<file path="config.mk">
export PLATFORM = sky130hd
export DESIGN_NAME = fpu_norm_pipe_flat
export DESIGN_NICKNAME = d
export VERILOG_FILES = /design/src/rtl/fpu_pkg.sv /design/src/rtl/fpu_norm_pipe_if.sv /design/src/rtl/fpu_lzc.sv /design/src/rtl/fpu_norm_pipe.sv /design/src/flat_wrapper.sv
export SDC_FILE = /design/constraint.sdc
export NUM_CORES = 1
export LEC_CHECK = 0
export CELL_PAD_IN_SITES_DETAIL_PLACEMENT = 0
export CELL_PAD_IN_SITES_GLOBAL_PLACEMENT = 1
export CORE_MARGIN = 10
export CORE_UTILIZATION = 39
export DETAILED_ROUTE_END_ITERATION = 10
export PLACE_DENSITY = 0.75
export SLEW_MARGIN = 30
export SYNTH_ARGS = -nofsm -noshare
export SYNTH_HDL_FRONTEND = slang
export SYNTH_HIERARCHICAL = 1
export SYNTH_SLANG_ARGS = --single-unit
</file>
<file path="constraint.sdc">
create_clock -name clk -period 3.7 [get_ports clk]
set_input_delay 0.37 -clock clk [delete_from_list [all_inputs] [get_ports clk]]
set_output_delay 0.37 -clock clk [all_outputs]
set_load 0.005 [all_outputs]
</file>
<file path="src/rtl/fpu_pkg.sv">
// Shared FPU definitions: default datapath widths, exponent limit and the
// normaliser case decode.
package fpu_pkg;

    localparam int MANT_W_DEF = 24;
    localparam int EXP_W_DEF  = 8;
    localparam int TAG_W_DEF  = 4;

    localparam logic [EXP_W_DEF-1:0] EXP_MAX = {EXP_W_DEF{1'b1}};

    typedef enum logic [2:0] {
        SPECIAL = 3'd0,
        ZERO    = 3'd1,
        CARRY   = 3'd2,
        NORMAL  = 3'd3,
        UNDER   = 3'd4
    } norm_case_e;

endpackage

</file>
<file path="src/rtl/fpu_norm_pipe_if.sv">
// Input and output handshake channels of the normaliser pipe.
interface fpu_norm_pipe_if
    import fpu_pkg::*;
#(
    parameter int MANT_W = MANT_W_DEF,
    parameter int EXP_W  = EXP_W_DEF,
    parameter int TAG_W  = TAG_W_DEF
);
    logic              in_valid;
    logic              in_ready;
    logic [MANT_W:0]   in_mant;
    logic [EXP_W-1:0]  in_exp;
    logic [TAG_W-1:0]  in_tag;
    logic              out_valid;
    logic              out_ready;
    logic [MANT_W-2:0] out_frac;
    logic [EXP_W-1:0]  out_exp;
    logic [TAG_W-1:0]  out_tag;
    logic              out_zero;
    logic              out_ovf;
    logic              out_unf;
    logic              out_sticky;

    modport master (
        output in_valid, in_mant, in_exp, in_tag, out_ready,
        input  in_ready, out_valid, out_frac, out_exp, out_tag,
               out_zero, out_ovf, out_unf, out_sticky
    );

    modport slave (
        input  in_valid, in_mant, in_exp, in_tag, out_ready,
        output in_ready, out_valid, out_frac, out_exp, out_tag,
               out_zero, out_ovf, out_unf, out_sticky
    );
endinterface

</file>
<file path="src/rtl/fpu_lzc.sv">
// Combinational leading-zero counter, counted from the MSB; all-zero input
// returns W.
module fpu_lzc #(
    parameter int W     = 24,
    parameter int CNT_W = $clog2(W) + 1
) (
    input  logic [W-1:0]     in_data,
    output logic [CNT_W-1:0] out_count
);

    logic found_s;

    // First set bit scanning down from the MSB wins.
    always_comb begin
        out_count = CNT_W'(W);
        found_s   = 1'b0;
        for (int i = W - 1; i >= 0; i--) begin
            if (!found_s && in_data[i]) begin
                out_count = CNT_W'(W - 1 - i);
                found_s   = 1'b1;
            end else begin
                found_s = found_s;
            end
        end
    end

endmodule

</file>
<file path="src/rtl/fpu_norm_pipe.sv">
// Two-stage post-arithmetic normaliser: S1 decodes and counts leading zeros,
// S2 shifts, adjusts the exponent and holds the outputs under backpressure.
module fpu_norm_pipe
    import fpu_pkg::*;
#(
    parameter int MANT_W = MANT_W_DEF,
    parameter int EXP_W  = EXP_W_DEF,
    parameter int TAG_W  = TAG_W_DEF
) (
    input logic            clk,
    input logic            rst_n,
    fpu_norm_pipe_if.slave bus
);

    localparam int LZ_W  = $clog2(MANT_W) + 1;
    localparam int CMP_W = ((LZ_W > EXP_W) ? LZ_W : EXP_W) + 1;
    localparam logic [EXP_W-1:0] EXP_ONES = {EXP_W{1'b1}};

    logic [LZ_W-1:0]   lz_s;
    logic [EXP_W-1:0]  e_s;
    norm_case_e        case_s;
    logic              out_adv_s, s1_adv_s, accept_s;

    logic              s1_valid_q, s1_valid_d;
    logic [MANT_W:0]   s1_mant_q, s1_mant_d;
    logic [EXP_W-1:0]  s1_exp_q, s1_exp_d;
    logic [LZ_W-1:0]   s1_lz_q, s1_lz_d;
    logic [TAG_W-1:0]  s1_tag_q, s1_tag_d;
    norm_case_e        s1_case_q, s1_case_d;

    logic [EXP_W-1:0]  e2_s;
    logic [EXP_W:0]    exp_p1_s, exp_sub_s;
    logic [MANT_W-1:0] mant_lo_s, shl_s;
    logic [MANT_W-2:0] res_frac_s;
    logic [EXP_W-1:0]  res_exp_s;
    logic              res_zero_s, res_ovf_s, res_unf_s, res_sticky_s;

    logic              out_valid_q, out_valid_d;
    logic [MANT_W-2:0] out_frac_q, out_frac_d;
    logic [EXP_W-1:0]  out_exp_q, out_exp_d;
    logic [TAG_W-1:0]  out_tag_q, out_tag_d;
    logic              out_zero_q, out_zero_d, out_ovf_q, out_ovf_d;
    logic              out_unf_q, out_unf_d, out_sticky_q, out_sticky_d;

    fpu_lzc #(.W(MANT_W), .CNT_W(LZ_W)) u_lzc (
        .in_data   (bus.in_mant[MANT_W-1:0]),
        .out_count (lz_s)
    );

    assign out_adv_s    = !out_valid_q || bus.out_ready;
    assign s1_adv_s     = !s1_valid_q || out_adv_s;
    assign accept_s     = bus.in_valid && s1_adv_s;
    assign bus.in_ready = s1_adv_s;

    // Case decode on the incoming beat; exponent 0 behaves as 1 (denormal).
    always_comb begin
        e_s = (bus.in_exp == '0) ? EXP_W'(1'b1) : bus.in_exp;
        if (bus.in_exp == EXP_ONES) begin
            case_s = SPECIAL;
        end else if (bus.in_mant == '0) begin
            case_s = ZERO;
        end else if (bus.in_mant[MANT_W]) begin
            case_s = CARRY;
        end else if (CMP_W'(lz_s) < CMP_W'(e_s)) begin
            case_s = NORMAL;
        end else begin
            case_s = UNDER;
        end
    end

    always_comb begin
        s1_valid_d = s1_valid_q;
        s1_mant_d  = s1_mant_q;
        s1_exp_d   = s1_exp_q;
        s1_lz_d    = s1_lz_q;
        s1_tag_d   = s1_tag_q;
        s1_case_d  = s1_case_q;
        if (s1_adv_s) begin
            s1_valid_d = bus.in_valid;
        end else begin
            s1_valid_d = s1_valid_q;
        end
        if (accept_s) begin
            s1_mant_d = bus.in_mant;
            s1_exp_d  = bus.in_exp;
            s1_lz_d   = lz_s;
            s1_tag_d  = bus.in_tag;
            s1_case_d = case_s;
        end else begin
            s1_case_d = s1_case_q;
        end
    end

    // S2 datapath: shift and exponent adjust at EXP_W+1 bits so nothing wraps.
    always_comb begin
        e2_s         = (s1_exp_q == '0) ? EXP_W'(1'b1) : s1_exp_q;
        mant_lo_s    = s1_mant_q[MANT_W-1:0];
        exp_p1_s     = {1'b0, s1_exp_q} + (EXP_W+1)'(1'b1);
        exp_sub_s    = {1'b0, e2_s} - (EXP_W+1)'(s1_lz_q);
        shl_s        = '0;
        res_frac_s   = '0;
        res_exp_s    = '0;
        res_zero_s   = 1'b0;
        res_ovf_s    = 1'b0;
        res_unf_s    = 1'b0;
        res_sticky_s = 1'b0;
        case (s1_case_q)
            SPECIAL: begin
                res_frac_s = s1_mant_q[MANT_W-2:0];
                res_exp_s  = EXP_ONES;
            end
            ZERO: begin
                res_zero_s = 1'b1;
            end
            CARRY: begin
                res_sticky_s = s1_mant_q[0];
                if (exp_p1_s == {1'b0, EXP_ONES}) begin
                    res_exp_s = EXP_ONES;
                    res_ovf_s = 1'b1;
                end else begin
                    res_frac_s = s1_mant_q[MANT_W-1:1];
                    res_exp_s  = exp_p1_s[EXP_W-1:0];
                end
            end
            NORMAL: begin
                shl_s      = mant_lo_s << s1_lz_q;
                res_frac_s = shl_s[MANT_W-2:0];
                res_exp_s  = exp_sub_s[EXP_W-1:0];
            end
            UNDER: begin
                shl_s      = mant_lo_s << (e2_s - EXP_W'(1'b1));
                res_frac_s = shl_s[MANT_W-2:0];
                res_unf_s  = 1'b1;
            end
            default: begin
                res_frac_s = '0;
            end
        endcase
    end

    always_comb begin
        out_valid_d  = out_valid_q;
        out_frac_d   = out_frac_q;
        out_exp_d    = out_exp_q;
        out_tag_d    = out_tag_q;
        out_zero_d   = out_zero_q;
        out_ovf_d    = out_ovf_q;
        out_unf_d    = out_unf_q;
        out_sticky_d = out_sticky_q;
        if (out_adv_s && s1_valid_q) begin
            out_valid_d  = 1'b1;
            out_frac_d   = res_frac_s;
            out_exp_d    = res_exp_s;
            out_tag_d    = s1_tag_q;
            out_zero_d   = res_zero_s;
            out_ovf_d    = res_ovf_s;
            out_unf_d    = res_unf_s;
            out_sticky_d = res_sticky_s;
        end else if (out_adv_s) begin
            out_valid_d = 1'b0;
        end else begin
            out_valid_d = out_valid_q;
        end
    end

    // Pipeline state; reset drops every in-flight beat and clears the outputs.
    always_ff @(posedge clk or negedge rst_n) begin
        if (!rst_n) begin
            s1_valid_q   <= 1'b0;
            s1_mant_q    <= '0;
            s1_exp_q     <= '0;
            s1_lz_q      <= '0;
            s1_tag_q     <= '0;
            s1_case_q    <= ZERO;
            out_valid_q  <= 1'b0;
            out_frac_q   <= '0;
            out_exp_q    <= '0;
            out_tag_q    <= '0;
            out_zero_q   <= 1'b0;
            out_ovf_q    <= 1'b0;
            out_unf_q    <= 1'b0;
            out_sticky_q <= 1'b0;
        end else begin
            s1_valid_q   <= s1_valid_d;
            s1_mant_q    <= s1_mant_d;
            s1_exp_q     <= s1_exp_d;
            s1_lz_q      <= s1_lz_d;
            s1_tag_q     <= s1_tag_d;
            s1_case_q    <= s1_case_d;
            out_valid_q  <= out_valid_d;
            out_frac_q   <= out_frac_d;
            out_exp_q    <= out_exp_d;
            out_tag_q    <= out_tag_d;
            out_zero_q   <= out_zero_d;
            out_ovf_q    <= out_ovf_d;
            out_unf_q    <= out_unf_d;
            out_sticky_q <= out_sticky_d;
        end
    end

    assign bus.out_valid  = out_valid_q;
    assign bus.out_frac   = out_frac_q;
    assign bus.out_exp    = out_exp_q;
    assign bus.out_tag    = out_tag_q;
    assign bus.out_zero   = out_zero_q;
    assign bus.out_ovf    = out_ovf_q;
    assign bus.out_unf    = out_unf_q;
    assign bus.out_sticky = out_sticky_q;

endmodule
</file>
<file path="src/flat_wrapper.sv">
// flat-port wrapper written by rule: the top's interface ports become plain ports
module fpu_norm_pipe_flat import fpu_pkg::*;
#(
    parameter int MANT_W = MANT_W_DEF,
    parameter int EXP_W  = EXP_W_DEF,
    parameter int TAG_W  = TAG_W_DEF
)
  (clk, rst_n, bus_in_valid, bus_in_mant, bus_in_exp, bus_in_tag, bus_out_ready, bus_in_ready, bus_out_valid, bus_out_frac, bus_out_exp, bus_out_tag, bus_out_zero, bus_out_ovf, bus_out_unf, bus_out_sticky);
  fpu_norm_pipe_if #(.MANT_W(MANT_W), .EXP_W(EXP_W), .TAG_W(TAG_W)) bus_i ();
  input logic clk;
  input logic rst_n;
  input wire logic [$bits(bus_i.in_valid)-1:0] bus_in_valid;
  input wire logic [$bits(bus_i.in_mant)-1:0] bus_in_mant;
  input wire logic [$bits(bus_i.in_exp)-1:0] bus_in_exp;
  input wire logic [$bits(bus_i.in_tag)-1:0] bus_in_tag;
  input wire logic [$bits(bus_i.out_ready)-1:0] bus_out_ready;
  output wire logic [$bits(bus_i.in_ready)-1:0] bus_in_ready;
  output wire logic [$bits(bus_i.out_valid)-1:0] bus_out_valid;
  output wire logic [$bits(bus_i.out_frac)-1:0] bus_out_frac;
  output wire logic [$bits(bus_i.out_exp)-1:0] bus_out_exp;
  output wire logic [$bits(bus_i.out_tag)-1:0] bus_out_tag;
  output wire logic [$bits(bus_i.out_zero)-1:0] bus_out_zero;
  output wire logic [$bits(bus_i.out_ovf)-1:0] bus_out_ovf;
  output wire logic [$bits(bus_i.out_unf)-1:0] bus_out_unf;
  output wire logic [$bits(bus_i.out_sticky)-1:0] bus_out_sticky;
  assign bus_i.in_valid = bus_in_valid;
  assign bus_i.in_mant = bus_in_mant;
  assign bus_i.in_exp = bus_in_exp;
  assign bus_i.in_tag = bus_in_tag;
  assign bus_i.out_ready = bus_out_ready;
  assign bus_in_ready = bus_i.in_ready;
  assign bus_out_valid = bus_i.out_valid;
  assign bus_out_frac = bus_i.out_frac;
  assign bus_out_exp = bus_i.out_exp;
  assign bus_out_tag = bus_i.out_tag;
  assign bus_out_zero = bus_i.out_zero;
  assign bus_out_ovf = bus_i.out_ovf;
  assign bus_out_unf = bus_i.out_unf;
  assign bus_out_sticky = bus_i.out_sticky;
  fpu_norm_pipe #(.MANT_W(MANT_W), .EXP_W(EXP_W), .TAG_W(TAG_W)) u_core (.clk(clk), .rst_n(rst_n), .bus(bus_i));
endmodule
</file>
==> results.json <==
{
  "p_int_mw": 2.36,
  "post_cts_hold_buffer_count": 0,
  "dominantRegCellSynth": "sky130_fd_sc_hd__dfrtp_1",
  "routedWlPerCell_um": 22.1,
  "powerDensity_mw_per_mm2": 482,
  "hold_class": "in -> async",
  "core_area_mm2": 0.0153,
  "postLayoutSetupSlackWorst_ps": 141,
  "maximum_buffer_depth_of_the_clock_tree": 2,
  "post_synth_main_area_contributors": "sky130_fd_sc_hd__dfrtp_1, sky130_fd_sc_hd__mux2_2, sky130_fd_sc_hd__mux2i_1, sky130_fd_sc_hd__nand2_1, sky130_fd_sc_hd__a21oi_1",
  "floorplan.die_area_mm2": 0.0210,
  "drt_wl_total_um": 20900,
  "vdd_ir_drop_max_uv": 222,
  "maxClockFrequency_ghz": 0.281,
  "syn_area_mm2": 0.00608,
  "power_leakage_nw": 3.13,
  "detail_route.first_pass.iterations": 9,
  "synth-edff-count": 0,
  "netSwitchingPower_mw": 1.31,
  "yosysUniqueCellTypes": 83,
  "post_route_cells_drive_above_1_share_pct": 18.7,
  "area_growth_synth_to_finish_pct": 25.0,
  "grt_pass1_wl_um": 32800,
  "yosysMostFrequentCell": "sky130_fd_sc_hd__dfrtp_1",
  "grt_pass1_vias": 5813,
  "post_drt_via_cell_ratio": 6.12,
  "worstSetupEndpointType": "flip-flop",
  "filler_cell_count": 1444,
  "post-route-min-period_ps": 3560,
  "setup_viol_count_final": 0,
  "grt_util_all_layers_pct": 20.1,
  "timing.critical_path.required_ps": 3960,
  "timing.setup.critical_path_class": "reg -> reg",
  "num_vias": 5780,
  "p_sw_share_pct": 35.7,
  "globalRoute.totalOverflow": 0,
  "tritoncts_clock_tree": "yes",
  "finClkSkew_ps": 11.2,
  "footprint_of_the_flip_flops_and_latches_mm2": 0.00215,
  "initial_utilization_pct": 39.9,
  "antenna_left": 0,
  "outcome": "finished, final reports clean",
  "area_share_of_the_leading_cell_type_in_the_synthesized_netlist_pct": 35.0,
  "timing.max_cap.violations": 0,
  "path_cells": "inv_2 > ha_2 > nor3b_4 > nand2_1 > nand2_2 > ha_1 > or4b_4 > a21boi_4 > buf_12 > mux2i_1 > mux4_2 > or3_1 > o2111a_1 > a311oi_2",
  "grt_max_degree": 87,
  "worst_setup_hold_path_clk_slew_ps": 70,
  "register_area_share_after_synthesis_pct": 35.4,
  "final-hold-violation-count": 0,
  "clock_sink_count": 86,
  "slew_viol_final": 0,
  "numCtsBuffers": 9,
  "start_kind": "flip-flop",
  "multi_input_area_mm2": 0.00369,
  "synth_top_cells_by_count": "sky130_fd_sc_hd__dfrtp_1, sky130_fd_sc_hd__nand2_1, sky130_fd_sc_hd__mux2_2, sky130_fd_sc_hd__a21oi_1, sky130_fd_sc_hd__nor2_1",
  "synth_seq_cells": 86,
  "cts.root.buffer_cell": "sky130_fd_sc_hd__clkbuf_16",
  "cts_htree_levels": 3,
  "drc": 0,
  "hold_ws_ps": 87.4,
  "post-dp-hpwl_um": 15900,
  "finalCritPeriodShare_pct": 96.2,
  "grt_antenna_before_repair": 0,
  "asyncSetResetFlopFracSynth_pct": 100,
  "slowest_stage": "sky130_fd_sc_hd__or4b_4",
  "die_y_um": 145,
  "pwr-share-seq_pct": 35.5,
  "critical_path_buf_inv_count": 2,
  "timing_worst_slew_pin_value_ps": 943,
  "worstPathArrival_ps": 3820,
  "drt_iter0_drc": 809,
  "fp-row-count": 45,
  "synthCells": 647,
  "worst_slew_margin_rel_pct": 36.8,
  "syn_nets": 703,
  "critical_path.max_stage_delay_ps": 510,
  "synth_warn": 6,
  "pwr-share-comb_pct": 39.3,
  "die_span_in_x_um": 145,
  "nets": 785,
  "power.share.clock_pct": 25.3,
  "diode_count": 0,
  "buffer_ports.inserted": 81,
  "avgSynthCellArea_um2": 9.40,
  "clock_latency_ps": 350,
  "critical-path-top-delay-family": "simple AND/OR/NAND/NOR gates",
  "total_i_o_pin_count": 82,
  "synth_top_area_cell": "sky130_fd_sc_hd__dfrtp_1",
  "routability_cong": 0.934,
  "path_max_fanout": 9,
  "worst_slack_after_detailed_placement_ps": -104
}
-- per-stage QoR --
step	power, mW	TNS [ps]	std cells	utilization (%)	area (um2)
2_1_floorplan	2.06	0	647	-	6090
3_3_place_gp	2.69	0	927	47.3	7210
3_5_place_dp	2.71	-232	927	47.3	7220
4_1_cts	3.65	0	943	49.3	7530
5_1_grt	3.87	-22.6	945	49.8	7600
6_report	3.67	0	945	49.8	7600
-- cell families after synthesis --
logic type	after synthesis	share of synthesized area, %
other	1	0.0617
muxes	87	15.6
and+or+nand+nor	178	15.1
buffers and inverters	71	5.04
DFF	86	35.4
AOI/OAI and AO/OA	195	23.6
adders and majority gates	16	3.37
xor gates and xnor gates	13	1.87
-- power by group through the flow --
stage	Sequential (mW)	Combinational, mW	Clock [mW]
floorplan	1.25	0.814	0
global placement	1.30	1.40	0
detailed placement	1.31	1.40	0
CTS	1.29	1.41	0.948
global route	1.32	1.56	0.993
finish	1.30	1.44	0.927
-- worst paths after layout --
check | start | endpoint | slack, ps | depth (start not counted)
min | rst_n | u_core/s1_lz_q[3]$_DFFE_PN0P_ | 90 | 1
max reg2reg | u_core/s1_exp_q[0]$_DFFE_PN0P_ | u_core/bus.out_frac[18]$_DFFE_PN0P_ | 140 | 14
min in group clk | u_core/bus.out_unf$_DFFE_PN0P_ | u_core/bus.out_unf$_DFFE_PN0P_ | 480 | 2
max | u_core/s1_exp_q[0]$_DFFE_PN0P_ | u_core/bus.out_frac[18]$_DFFE_PN0P_ | 140 | 14
max in group asynchronous | rst_n | u_core/s1_tag_q[2]$_DFFE_PN0P_ | 3080 | 1
min reg2reg | u_core/bus.out_unf$_DFFE_PN0P_ | u_core/bus.out_unf$_DFFE_PN0P_ | 480 | 2
-- sequential cells by signal, summed over array words and instances (netlist names) --
register,count
u_core/bus.out_ovf,1
u_core/s1_exp_q,8
u_core/bus.out_sticky,1
u_core/bus.out_valid,1
u_core/bus.out_exp,8
u_core/bus.out_zero,1
u_core/s1_case_q,3
u_core/s1_lz_q,6
u_core/s1_tag_q,4
u_core/bus.out_tag,4
u_core/s1_valid_q,1
u_core/bus.out_unf,1
u_core/bus.out_frac,23
u_core/s1_mant_q,24
-- area by class of cell --
cell class	count	share of cell area, %
multi-input cells	490	48.6
flip-flops and latches	86	28.3
repair buffers	117	14.4
well taps	211	3.47
clock buffers	10	3.01
inverters	25	1.23
clock inverters	6	0.938
-- per-layer routing --
layer	track usage, %	up-vias	routed length [um]
met1	27.3	2805	9110
li1	-	2651	-
met5	0	-	0
met2	30.8	278	9340
met3	4.34	46	1910
met4	6.91	0	539
-- timing repair --
item | in CTS | in global routing
gates resized for setup | 1 | 10
setup buffers | 0 | 2
setup endpoints to repair | 4 | 15
pin swaps | 0 | 1
-- cells in the final DEF (no fill, tap or decap), drive strengths merged, types with 5 or more instances in the layout --
master          n
a211oi          6
a21o            5
a21oi          36
a221oi          5
a222oi         17
a22o            9
a31oi           5
a32oi           6
and2            7
buf            37
clkbuf         10
clkdlybuf4s50  80
dfrtp          85
ha             14
inv            26
mux2           52
mux2i          34
nand2          63
nand2b          6
nand3           9
nand4           5
nor2           39
nor3           12
nor4           14
o211ai          8
o21ai          34
o22ai           7
o31ai           9
o41ai           6
or3             5
xnor2           9
(Power assumes the default switching activity.)
